$ cat src/rtl/board_line_fetcher.sv
// board_line_fetcher: prefetches one board row from the shared RAM read port
// into a double-buffered line buffer for the VGA cell display. The CPU always
// owns the port when it asks for it; fetch reads fill the cycles it leaves free.
module board_line_fetcher #(
  parameter int COLS       = 10,
  parameter int ROWS       = 20,
  parameter int BASE_ADDR  = 0,
  parameter int ADDR_WIDTH = 12,
  parameter int CELL_BITS  = 3,
  parameter int RD_LAT     = 1
) (
  input  logic                  clock,
  input  logic                  reset,
  input  logic                  row_start,
  input  logic [4:0]            row_idx,
  input  logic                  cpu_req,
  input  logic [ADDR_WIDTH-1:0] cpu_addr,
  output logic [ADDR_WIDTH-1:0] mem_addr,
  input  logic [CELL_BITS-1:0]  mem_rdata,
  input  logic [3:0]            rd_col,
  output logic [CELL_BITS-1:0]  rd_cell,
  output logic                  busy,
  output logic                  done,
  output logic                  err,
  input  logic                  err_clr
);

  localparam int CIW = (COLS > 1) ? $clog2(COLS) : 1;  // column tag width
  localparam int CCW = $clog2(COLS + 1);               // capture count width

  localparam logic [1:0] S_IDLE  = 2'd0;
  localparam logic [1:0] S_ISSUE = 2'd1;
  localparam logic [1:0] S_DRAIN = 2'd2;
  localparam logic [1:0] S_SWAP  = 2'd3;

  logic [1:0]                  state_q, state_d;
  logic [4:0]                  row_lat_q, row_lat_d;
  logic [CIW-1:0]              issue_col_q, issue_col_d;
  logic [CCW-1:0]              cap_cnt_q, cap_cnt_d;
  logic [RD_LAT-1:0]           vld_q, vld_d;
  logic [RD_LAT-1:0][CIW-1:0]  tag_q, tag_d;
  logic                        front_sel_q, front_sel_d;
  logic                        err_q, err_d;
  logic [CELL_BITS-1:0]        buf_q [2][COLS];
  logic [CELL_BITS-1:0]        buf_d [2][COLS];

  logic [ADDR_WIDTH-1:0]       fetch_addr;
  logic                        issue;
  logic                        row_ok;
  logic                        reject;
  logic                        capture;
  logic [CIW-1:0]              cap_tag;
  logic                        back_sel;

  assign busy     = (state_q != S_IDLE);
  assign done     = (state_q == S_SWAP);
  assign err      = err_q;
  assign issue    = (state_q == S_ISSUE) && !cpu_req;
  assign row_ok   = (32'(row_idx) < ROWS);
  assign reject   = row_start && (busy || !row_ok);
  assign capture  = vld_q[RD_LAT-1];
  assign cap_tag  = tag_q[RD_LAT-1];
  assign back_sel = ~front_sel_q;

  // Fetch address of the next cell to issue; wraps modulo the address space.
  always_comb begin
    fetch_addr = ADDR_WIDTH'(BASE_ADDR)
               + ADDR_WIDTH'(row_lat_q) * ADDR_WIDTH'(COLS)
               + ADDR_WIDTH'(issue_col_q);
  end

  // RAM port mux: the fetcher only drives the address when the CPU is idle.
  always_comb begin
    mem_addr = issue ? fetch_addr : cpu_addr;
  end

  // Display read from the front buffer; out-of-row columns read as 0.
  always_comb begin
    if (32'(rd_col) < COLS) rd_cell = buf_q[front_sel_q][CIW'(rd_col)];
    else                    rd_cell = '0;
  end

  // Valid/tag pipeline matching the RAM read latency.
  always_comb begin
    // NOTE: every always_comb output gets a default first so no path leaves it unassigned (no latch).
    vld_d    = '0;
    tag_d    = '0;
    vld_d[0] = issue;
    tag_d[0] = issue_col_q;
    for (int i = 1; i < RD_LAT; i++) begin
      vld_d[i] = vld_q[i-1];
      tag_d[i] = tag_q[i-1];
    end
  end

  // Returning cells land in the back buffer; the front is only touched by swap.
  always_comb begin
    buf_d = buf_q;
    if (capture) buf_d[back_sel][cap_tag] = mem_rdata;
  end

  // Fetch sequencer, capture counter, front select and sticky error.
  always_comb begin
    state_d     = state_q;
    row_lat_d   = row_lat_q;
    issue_col_d = issue_col_q;
    cap_cnt_d   = cap_cnt_q;
    front_sel_d = front_sel_q;

    err_d = err_q;
    if (err_clr) err_d = 1'b0;
    if (reject)  err_d = 1'b1;  // a set in the same cycle beats the clear

    if (capture) cap_cnt_d = cap_cnt_q + CCW'(1);

    case (state_q)
      S_IDLE: begin
        if (row_start && row_ok) begin
          state_d     = S_ISSUE;
          row_lat_d   = row_idx;
          issue_col_d = '0;
          cap_cnt_d   = '0;
        end
      end
      S_ISSUE: begin
        if (issue) begin
          issue_col_d = issue_col_q + CIW'(1);
          if (issue_col_q == CIW'(COLS - 1)) state_d = S_DRAIN;
        end
      end
      S_DRAIN: begin
        // Counting this cycle's capture lets the swap follow the last word directly.
        if (cap_cnt_d == CCW'(COLS)) begin
          state_d     = S_SWAP;
          front_sel_d = ~front_sel_q;  // display sees the new row while done is high
        end
      end
      S_SWAP:  state_d = S_IDLE;
      default: state_d = S_IDLE;
    endcase
  end

  // State registers; reset aborts any fetch and blanks both buffers.
  always_ff @(posedge clock or negedge reset) begin
    if (!reset) begin
      state_q     <= S_IDLE;
      row_lat_q   <= '0;
      issue_col_q <= '0;
      cap_cnt_q   <= '0;
      vld_q       <= '0;
      tag_q       <= '0;
      front_sel_q <= 1'b0;
      err_q       <= 1'b0;
      // NOTE: the line buffers are reset because the display must read 0 after reset, not stale cells.
      buf_q       <= '{default: '0};
    end else begin
      // NOTE: non-blocking assignments so every register samples the pre-edge values.
      state_q     <= state_d;
      row_lat_q   <= row_lat_d;
      issue_col_q <= issue_col_d;
      cap_cnt_q   <= cap_cnt_d;
      vld_q       <= vld_d;
      tag_q       <= tag_d;
      front_sel_q <= front_sel_d;
      err_q       <= err_d;
      buf_q       <= buf_d;
    end
  end

endmodule

$ cat config.mk
export PLATFORM = sky130hd
export DESIGN_NAME = board_line_fetcher
export DESIGN_NICKNAME = d
export VERILOG_FILES = /design/src/rtl/board_line_fetcher.sv
export SDC_FILE = /design/constraint.sdc
export NUM_CORES = 1
export LEC_CHECK = 0
export ABC_AREA = 1
export BUFFER_PORTS_ARGS = -buffer_cell sky130_fd_sc_hd__buf_4
export CELL_PAD_IN_SITES_DETAIL_PLACEMENT = 1
export CELL_PAD_IN_SITES_GLOBAL_PLACEMENT = 1
export CORE_MARGIN = 5
export CORE_UTILIZATION = 40
export DETAILED_ROUTE_END_ITERATION = 8
export GPL_ROUTABILITY_DRIVEN = 0
export PLACE_DENSITY = 0.86
export SLEW_MARGIN = 20
export SYNTH_ARGS = -nofsm -noshare
export SYNTH_HDL_FRONTEND = slang
export SYNTH_SLANG_ARGS = --single-unit
export TNS_END_PERCENT = 30
$ cat constraint.sdc
create_clock -name clock -period 2.8 [get_ports clock]
set_input_delay 0.56 -clock clock [delete_from_list [all_inputs] [get_ports clock]]
set_output_delay 0.56 -clock clock [all_outputs]
set_load 0.1 [all_outputs]
## Word level (Yosys, flattened, before mapping)

Cells that the tools add are included.

- Input bits: 29
- Flip-flop bits (word level): 82
- Output and inout bits: 18

- Bitwise gates (word level): 5
- Equal/unequal tests: 9
- Magnitude comparators: 8
- $add $sub $neg: 3
- Multipliers: 1
- Mux-type cells: 26
- Reduce and logical (&&, ||, !) cells: 16

Operator list:

| operator | count |
|---|---|
| $mux 30 | 4 |
| $bwmux 60 | 1 |
| $demux 30 s1 | 1 |
| $mux 4 | 5 |
| $bmux 3 s4 | 1 |
| $demux 3 s4 | 1 |
| $mux 12 | 1 |
| $mux 3 | 4 |
| $add 9x4->10 | 1 |
| $ge 5x5->1 const B | 2 |
| $not 4->5 | 2 |
| $add 4x1->4 const B | 2 |
| $eq 4x4->1 const B | 2 |
| $mul 5x3->8 const B | 1 |
| $mux 2 | 4 |
| $pmux 2 s4 | 1 |
| $pmux 4 s2 | 1 |
| $ne 2x2->1 const B | 3 |
| $reduce_bool 2->1 | 3 |
| $logic_and 1x1->1 | 5 |
| $lt 5x1->1 const B | 1 |
| $lt 5x5->1 const B | 1 |
| $eq 2x2->1 const B | 2 |
| $ge 2x2->1 const B | 2 |
| other kinds (13) | 17 |

## Logic depth before layout (Yosys ltp)

Gate-level depths: netlist of run 1.

- Depth in word-level cells: 8
- Mapped depth: 12

## Worst setup path after synthesis of run 1

OpenSTA, ideal clock, no wires.

- Path kind: flip-flop to output port
- Start: reg row_lat_q[1]
- End: out mem_addr[7]
- Stages on the path, launching flop included: 9
- Data required time: 2240 ps
- Slack: -1584 ps
- Data arrival time: 3824 ps
- Cell sequence: dfrtp_1 -> ha_1 -> ha_1 -> fa_1 -> xor2_1 -> inv_1 -> nor2_1 -> nor2_1 -> o21ai_0

- Cells in the longest elaborated chain, start to end: 3

RTL lines:

| item | line | text |
|---|---|---|
| start, declared | 37 | `logic [4:0] row_lat_q, row_lat_d;` |
| start signal, assigned | 159 | `row_lat_q <= row_lat_d;` |
| $mul 5x3->8 | 68 | `+ ADDR_WIDTH'(row_lat_q) * ADDR_WIDTH'(COLS)` |
| $add 9x4->10 | 69 | `+ ADDR_WIDTH'(issue_col_q);` |
| $mux 12 | 74 | `mem_addr = issue ? fetch_addr : cpu_addr;` |
| end, declared | 18 | `output logic [ADDR_WIDTH-1:0] mem_addr,` |

No other way between the ends.

## Worst setup path after layout of run 1

- Start: reg row_lat_q[3]
- End: out mem_addr[7]

The elaborated chain is that of the path after synthesis.

==> results of run 1 <==
==> final cells by class <==
cell class,instances,area [um^2],area share
clock buffers,12,256,0.0471
clock inverters,4,50.0,0.00918
inverters,82,309,0.0567
multi-input cells,428,2140,0.393
flip-flops and latches,82,2050,0.377
well taps,143,179,0.0328
repair buffers,53,459,0.0843
==> layout by cell type, fill, tap and decap left out, drive strengths merged <==
cell / instances
xor2: 4
fa: 2
buf: 53
ha: 17
nor3: 6
dfrtp: 82
bufinv: 1
nor2: 27
clkbuf: 12
o21ai: 80
clkinvlp: 2
inv: 81
clkinv: 2
nand3: 42
xnor2: 1
a31oi: 2
a21oi: 6
o22ai: 4
nand2: 233
or2: 3
nand4: 1
==> what timing repair did <==
action | 4_1_cts | 5_1_grt
setup buffers | 1 | 0
endpoints found under the hold margin | 0 | 0
pin swaps | 8 | 1
endpoints found under the setup margin | 4 | 6
resized for setup | 17 | 5
==> kinds of logic (layout without fill, tap and decap cells) <==
group / count (synthesis) / count (layout)
AOI/OAI and AO/OA: 92 / 92
adders and majority gates: 19 / 19
xor gates and xnor gates: 5 / 5
and+or+nand+nor: 312 / 312
DFF: 82 / 82
buffers and inverters: 100 / 151
==> final timing paths <==
kind,to,startpoint,slack [ns]
setup / recovery,mem_addr[7],row_lat_q[3],-0.22
hold / removal,buf_q[28],reset,0.27
setup reg to reg,issue_col_q[0],state_q[1],0.99
hold reg to reg,buf_q[45],buf_q[45],0.49
max in group asynchronous,capture,reset,2.01
min in group clock,err,err_clr,0.41
==> report_power, final <==
part,leakage [nW],internal [mW],switching [mW]
registers,0.855,1.51,0.257
clock network,0.145,0.738,0.466
logic,1.99,0.819,1.73
==> stage by stage <==
| stage | power [mW] | hold WS (ns) | cells |
|---|---|---|---|
| 6_report | 5.52 | 0.267 | 804 |
| 5_1_grt | 5.90 | 0.328 | 804 |
| 4_1_cts | 5.53 | 0.408 | 804 |
| 3_5_place_dp | 4.13 | 0.459 | 787 |
| 3_3_place_gp | 3.98 | 0.451 | 787 |
| 2_1_floorplan | 3.54 | 0.264 | 610 |
==> sequential cells by signal, indices dropped and copies added (netlist names) <==
| signal | flops |
|---|---|
| buf_q | 60 |
| cap_cnt_q | 4 |
| cap_tag | 4 |
| capture | 1 |
| err | 1 |
| front_sel_q | 1 |
| issue_col_q | 4 |
| row_lat_q | 5 |
| state_q | 2 |
==> layer usage <==
layer  vias to the layer above  global-route usage  wire (um)  part of all wire
met4                         0              0.0505        190             0.015
met2                        52               0.384       7090              0.55
met1                      2066               0.231       5140              0.40
li1                       2002                   -          -                 -
met5                         -                   0          0                 0
met3                        18              0.0378        365             0.029
==> worst max-delay path, delay by kind of cell, from the launching register on <==
| kind | cells | cell delay (ns) |
|---|---|---|
| adders and majority gates | 3 | 1.00 |
| DFF | 1 | 0.42 |
| and+or+nand+nor | 3 | 0.32 |
| AOI/OAI and AO/OA | 1 | 0.17 |
| buffers and inverters | 1 | 0.20 |
==> impl_metrics.json, run 1 <==
{
  "ys.flop_type": "dfrtp_1",
  "fin_util": 0.483,
  "crit_arrival_ns": 2.46,
  "setup_ws_ns": -0.222,
  "layout-drive-gt1-share": 0.147,
  "slew_headroom": 0.492,
  "syn_area_per_cell_um2": 7.47,
  "synth_compound_area_frac": 0.104,
  "core_um2": 11300,
  "synth_edf_count": 0,
  "worstSetupPathType": "flip-flop to output pin",
  "synth-async-reset-ratio": 1.00,
  "startpoint_type": "flip-flop",
  "p_leak_nw": 2.99,
  "path_clk_slew_ns": 0.06,
  "setup_viol_count_final": 3,
  "pre_cts_ws_ns": -0.0582,
  "drv_slew": 0,
  "crit_path_max_fanout": 4,
  "vias_per_cell": 5.15,
  "crit_required_ns": 2.24,
  "row_count": 39,
  "drtAntennaViolNets": 0,
  "clk_latency_ns": 0.34,
  "fin_crit_ns": 3.02,
  "die_x_um": 117,
  "synth.most_common_cell": "nand2_1",
  "pin_count": 47,
  "ctsLongestPathBuffers": 2,
  "cts_root_buffer": "clkbuf_16",
  "place_area_um2": 5030,
  "htree_levels": 3,
  "crit_slowest_cell": "fa_2",
  "fin_crit_sh": 1.08,
  "grt_setup_unrepaired": "true",
  "syn_inst": 610,
  "antenna_cells": 0,
  "drc": 0,
  "grt_overflow": 0,
  "cap_violations": 0,
  "grt_start_max_net_pins": 83,
  "synth_warnings": 0,
  "synth_xor_area_frac": 0.00961,
  "rr_worst_depth": 10,
  "holdBufCountCts": 0,
  "drt_wl_total_mm": 12.8,
  "vias": 4138,
  "muxShareOfSynthArea": 0,
  "synth_top_family_by_area": "simple AND/OR/NAND/NOR gates",
  "max_freq_mhz": 331,
  "hold_viol": 0,
  "ys_top_cells_by_area": "dfrtp_1, nand2_1, o21ai_0, inv_1, ha_1",
  "portBuffers": 46,
  "yosysTopAreaCellShare": 0.450,
  "cts_buffers": 9,
  "synth_area_um2": 4560,
  "cp_common_cell": "ha_4",
  "grt_antenna_before_repair": 0,
  "die_area_um2": 13600,
  "status": "finished with violations",
  "hp-class": "input pin to async pin",
  "seq_area_frac_synth": 0.450,
  "drtIter0Drc": 187,
  "grt_util_all_layers": 0.202,
  "post-dp-hpwl_mm": 8.86,
  "syn_nets": 658,
  "pwr_density_cell_nw_per_um2": 1010,
  "tightest_slew_ns": 0.762,
  "skew_ns": 0.00826,
  "synthAdderAreaFrac": 0.0555,
  "grt_pass1_wl_mm": 21.6,
  "cts_num_sinks": 82,
  "synth_area_leader_cell": "dfrtp_1",
  "first_pass_iters": 4,
  "crit_chain": "ha_4 > ha_4 > fa_2 > nand3_2 > nor2_4 > nor2_1 > o21ai_2 > buf_12",
  "endpoint_kind": "output pin",
  "violations": "negative setup slack",
  "cts_tree": "yes",
  "max_stage_delay_ns": 0.58,
  "areaGrowthSynthToFinish_pct": 19.6,
  "tns_ns": -0.588,
  "initial_core_util": 0.404,
  "vdd_ir_drop_max_uv": 658,
  "die_y_um": 117,
  "synth-simple-area-share": 0.286,
  "final_nets": 704,
  "synth_cell_type_count": 30,
  "grt_pass1_vias": 4522,
  "final.fill_count": 1413,
  "final_area_um2": 5450,
  "yosys-top-cells-count": "nand2_1, dfrtp_1, inv_1",
  "wl_per_cell_um": 15.9,
  "ys_seq_elements": 82
}
Note: power is estimated with default switching activity, not from simulation.
==> run 2: changes to the inputs <==
--- a/config.mk
+++ b/config.mk
@@ -6,8 +6,8 @@
 export NUM_CORES = 1
 export LEC_CHECK = 0
 export ABC_AREA = 1
-export BUFFER_PORTS_ARGS = -buffer_cell sky130_fd_sc_hd__buf_4
-export CELL_PAD_IN_SITES_DETAIL_PLACEMENT = 1
+export BUFFER_PORTS_ARGS = -buffer_cell sky130_fd_sc_hd__buf_2
+export CELL_PAD_IN_SITES_DETAIL_PLACEMENT = 0
 export CELL_PAD_IN_SITES_GLOBAL_PLACEMENT = 1
 export CORE_MARGIN = 5
 export CORE_UTILIZATION = 40
==> constraint.sdc (replaced) <==
create_clock -name clock -period 3 [get_ports clock]
set_input_delay 0.6 -clock clock [delete_from_list [all_inputs] [get_ports clock]]
set_output_delay 0.6 -clock clock [all_outputs]
set_load 0.1 [all_outputs]
==> run 2 against run 1 <==
The run now ends clean. Sequential power decreased by 8%. Critical path depth decreased by 1. Wire length decreased by 17%. Cell area decreased by 1.5%. Largest power group unchanged. Critical path type unchanged. Clock skew decreased by 0.0014 ns. Combinational power decreased by 11%.
==> impl_metrics.json, run 2 (synthesis gave the netlist of run 1 again) <==
{
  "max_freq_mhz": 334,
  "final.fill_count": 1123,
  "crit_required_ns": 2.40,
  "worstSetupPathType": "flip-flop to output pin",
  "dpl.cell_count": 783,
  "portBuffers": 46,
  "pin_count": 47,
  "path_clk_slew_ns": 0.06,
  "fin_crit_ns": 3.00,
  "holdWs_ns": 0.297,
  "grt_pass1_vias": 3943,
  "status": "completed",
  "layout-drive-gt1-share": 0.143,
  "slew_headroom": 0.504,
  "holdBufCountCts": 0,
  "cts_tree": "yes",
  "post-dp-hpwl_mm": 7.30,
  "drv_slew": 0,
  "die_y_um": 117,
  "final_common_cell": "nand2_1",
  "grt_antenna_before_repair": 0,
  "die_x_um": 117,
  "startpoint_type": "flip-flop",
  "ctsLongestPathBuffers": 2,
  "largestRegisters": "buf_q x60, row_lat_q x5",
  "drtIter0Drc": 205,
  "grt_pass1_wl_mm": 18.3,
  "cts_root_buffer": "clkbuf_16",
  "vdd_ir_drop_max_uv": 695,
  "pwr_density_cell_nw_per_um2": 929,
  "core_um2": 11300,
  "clk_latency_ns": 0.34,
  "grt_overflow": 0,
  "grt_setup_unrepaired": "true",
  "setup_viol_count_final": 0,
  "vias_per_cell": 4.86,
  "endpoint_kind": "output pin",
  "tightest_slew_ns": 0.743,
  "areaGrowthSynthToFinish_pct": 17.9,
  "htree_levels": 3,
  "grt_util_all_layers": 0.170,
  "multi_input_area_um2": 2130,
  "drt_wl_total_mm": 10.6,
  "skew_ns": 0.00683,
  "wl_per_cell_um": 13.2,
  "row_count": 39,
  "first_pass_iters": 4,
  "die_area_um2": 13600,
  "fin_crit_sh": 0.998,
  "cts_buffers": 9,
  "final_cells": 800,
  "initial_core_util": 0.404,
  "seq_area_um2": 2050,
  "p_leak_nw": 2.97,
  "grt_start_max_net_pins": 83,
  "hold_viol": 0,
  "antenna_cells": 0,
  "drtAntennaViolNets": 0,
  "largest_register_ffs": 60,
  "mostFrequentLayoutCells": "nand2_1, dfrtp_1, inv_1",
  "final_nets": 702,
  "drc": 0,
  "cts_num_sinks": 82,
  "regMostFlops": "buf_q",
  "crit_path_max_fanout": 3,
  "cap_violations": 0,
  "vias": 3891,
  "crit_arrival_ns": 2.40,
  "hp-class": "input pin to async pin"
}
## run 2: final cells by class
type	count	area share
clock inverter	3	0.00746
tap	143	0.0333
inverter	82	0.0576
clock buffer	11	0.0471
sequential	82	0.382
timing repair buffer	51	0.0762
multi-input combinational	428	0.396
## run 2: what timing repair did
action,in CTS,in global routing
setup endpoints to repair,3,3
pin swaps,8,5
resized for setup,5,4
setup buffers,2,1
## run 2: worst paths after layout
kind,slack [ns],cells after the start,end,startpoint
setup / recovery,0.005,7,mem_addr[6],row_lat_q[1]
hold / removal,0.30,1,buf_q[24],reset
setup reg to reg,1.28,10,issue_col_q[0],state_q[1]
hold reg to reg,0.47,0,cap_tag[1],issue_col_q[1]
max in group asynchronous,2.18,1,buf_q[48],reset
min in group clock,0.45,2,err,err_clr
## run 2: where the power goes
group          total [mW]  internal, mW  switching (mW)
sequential           1.63          1.41           0.218
clock                1.09         0.677           0.414
combinational        2.27         0.736            1.54
## run 2: worst max-delay path, cell delays in order (launching register included)
cell and delay, ns:
dfrtp_1 0.38, ha_1 0.30, ha_2 0.19, fa_2 0.58, buf_4 0.13, a31oi_1 0.09, o21ai_2 0.20, buf_12 0.20
## run 2: stage by stage
stage / total power, mW / area, um^2 / setup slack [ns] / setup TNS, ns / util
final: 4.99 / 5370 / 0.00453 / 0 / 0.476
after global placement: 3.74 / 5010 / 0.236 / 0 / 0.445
after detailed placement: 3.80 / 5010 / 0.178 / 0 / 0.445
after floorplan: 3.29 / 4580 / -0.248 / -0.661 / -
after global routing: 5.36 / 5370 / -0.0816 / -0.205 / 0.476
after CTS: 4.97 / 5340 / -0.0710 / -0.0960 / 0.474
## run 2: routing by layer
layer | up-vias | GRT usage | wire length (um) | share of wire
li1 | 1992 | - | - | -
met4 | 0 | 0.0550 | 161 | 0.015
met3 | 12 | 0.0347 | 383 | 0.036
met1 | 1830 | 0.199 | 4560 | 0.43
met5 | - | 0 | 0 | 0
met2 | 57 | 0.310 | 5460 | 0.52
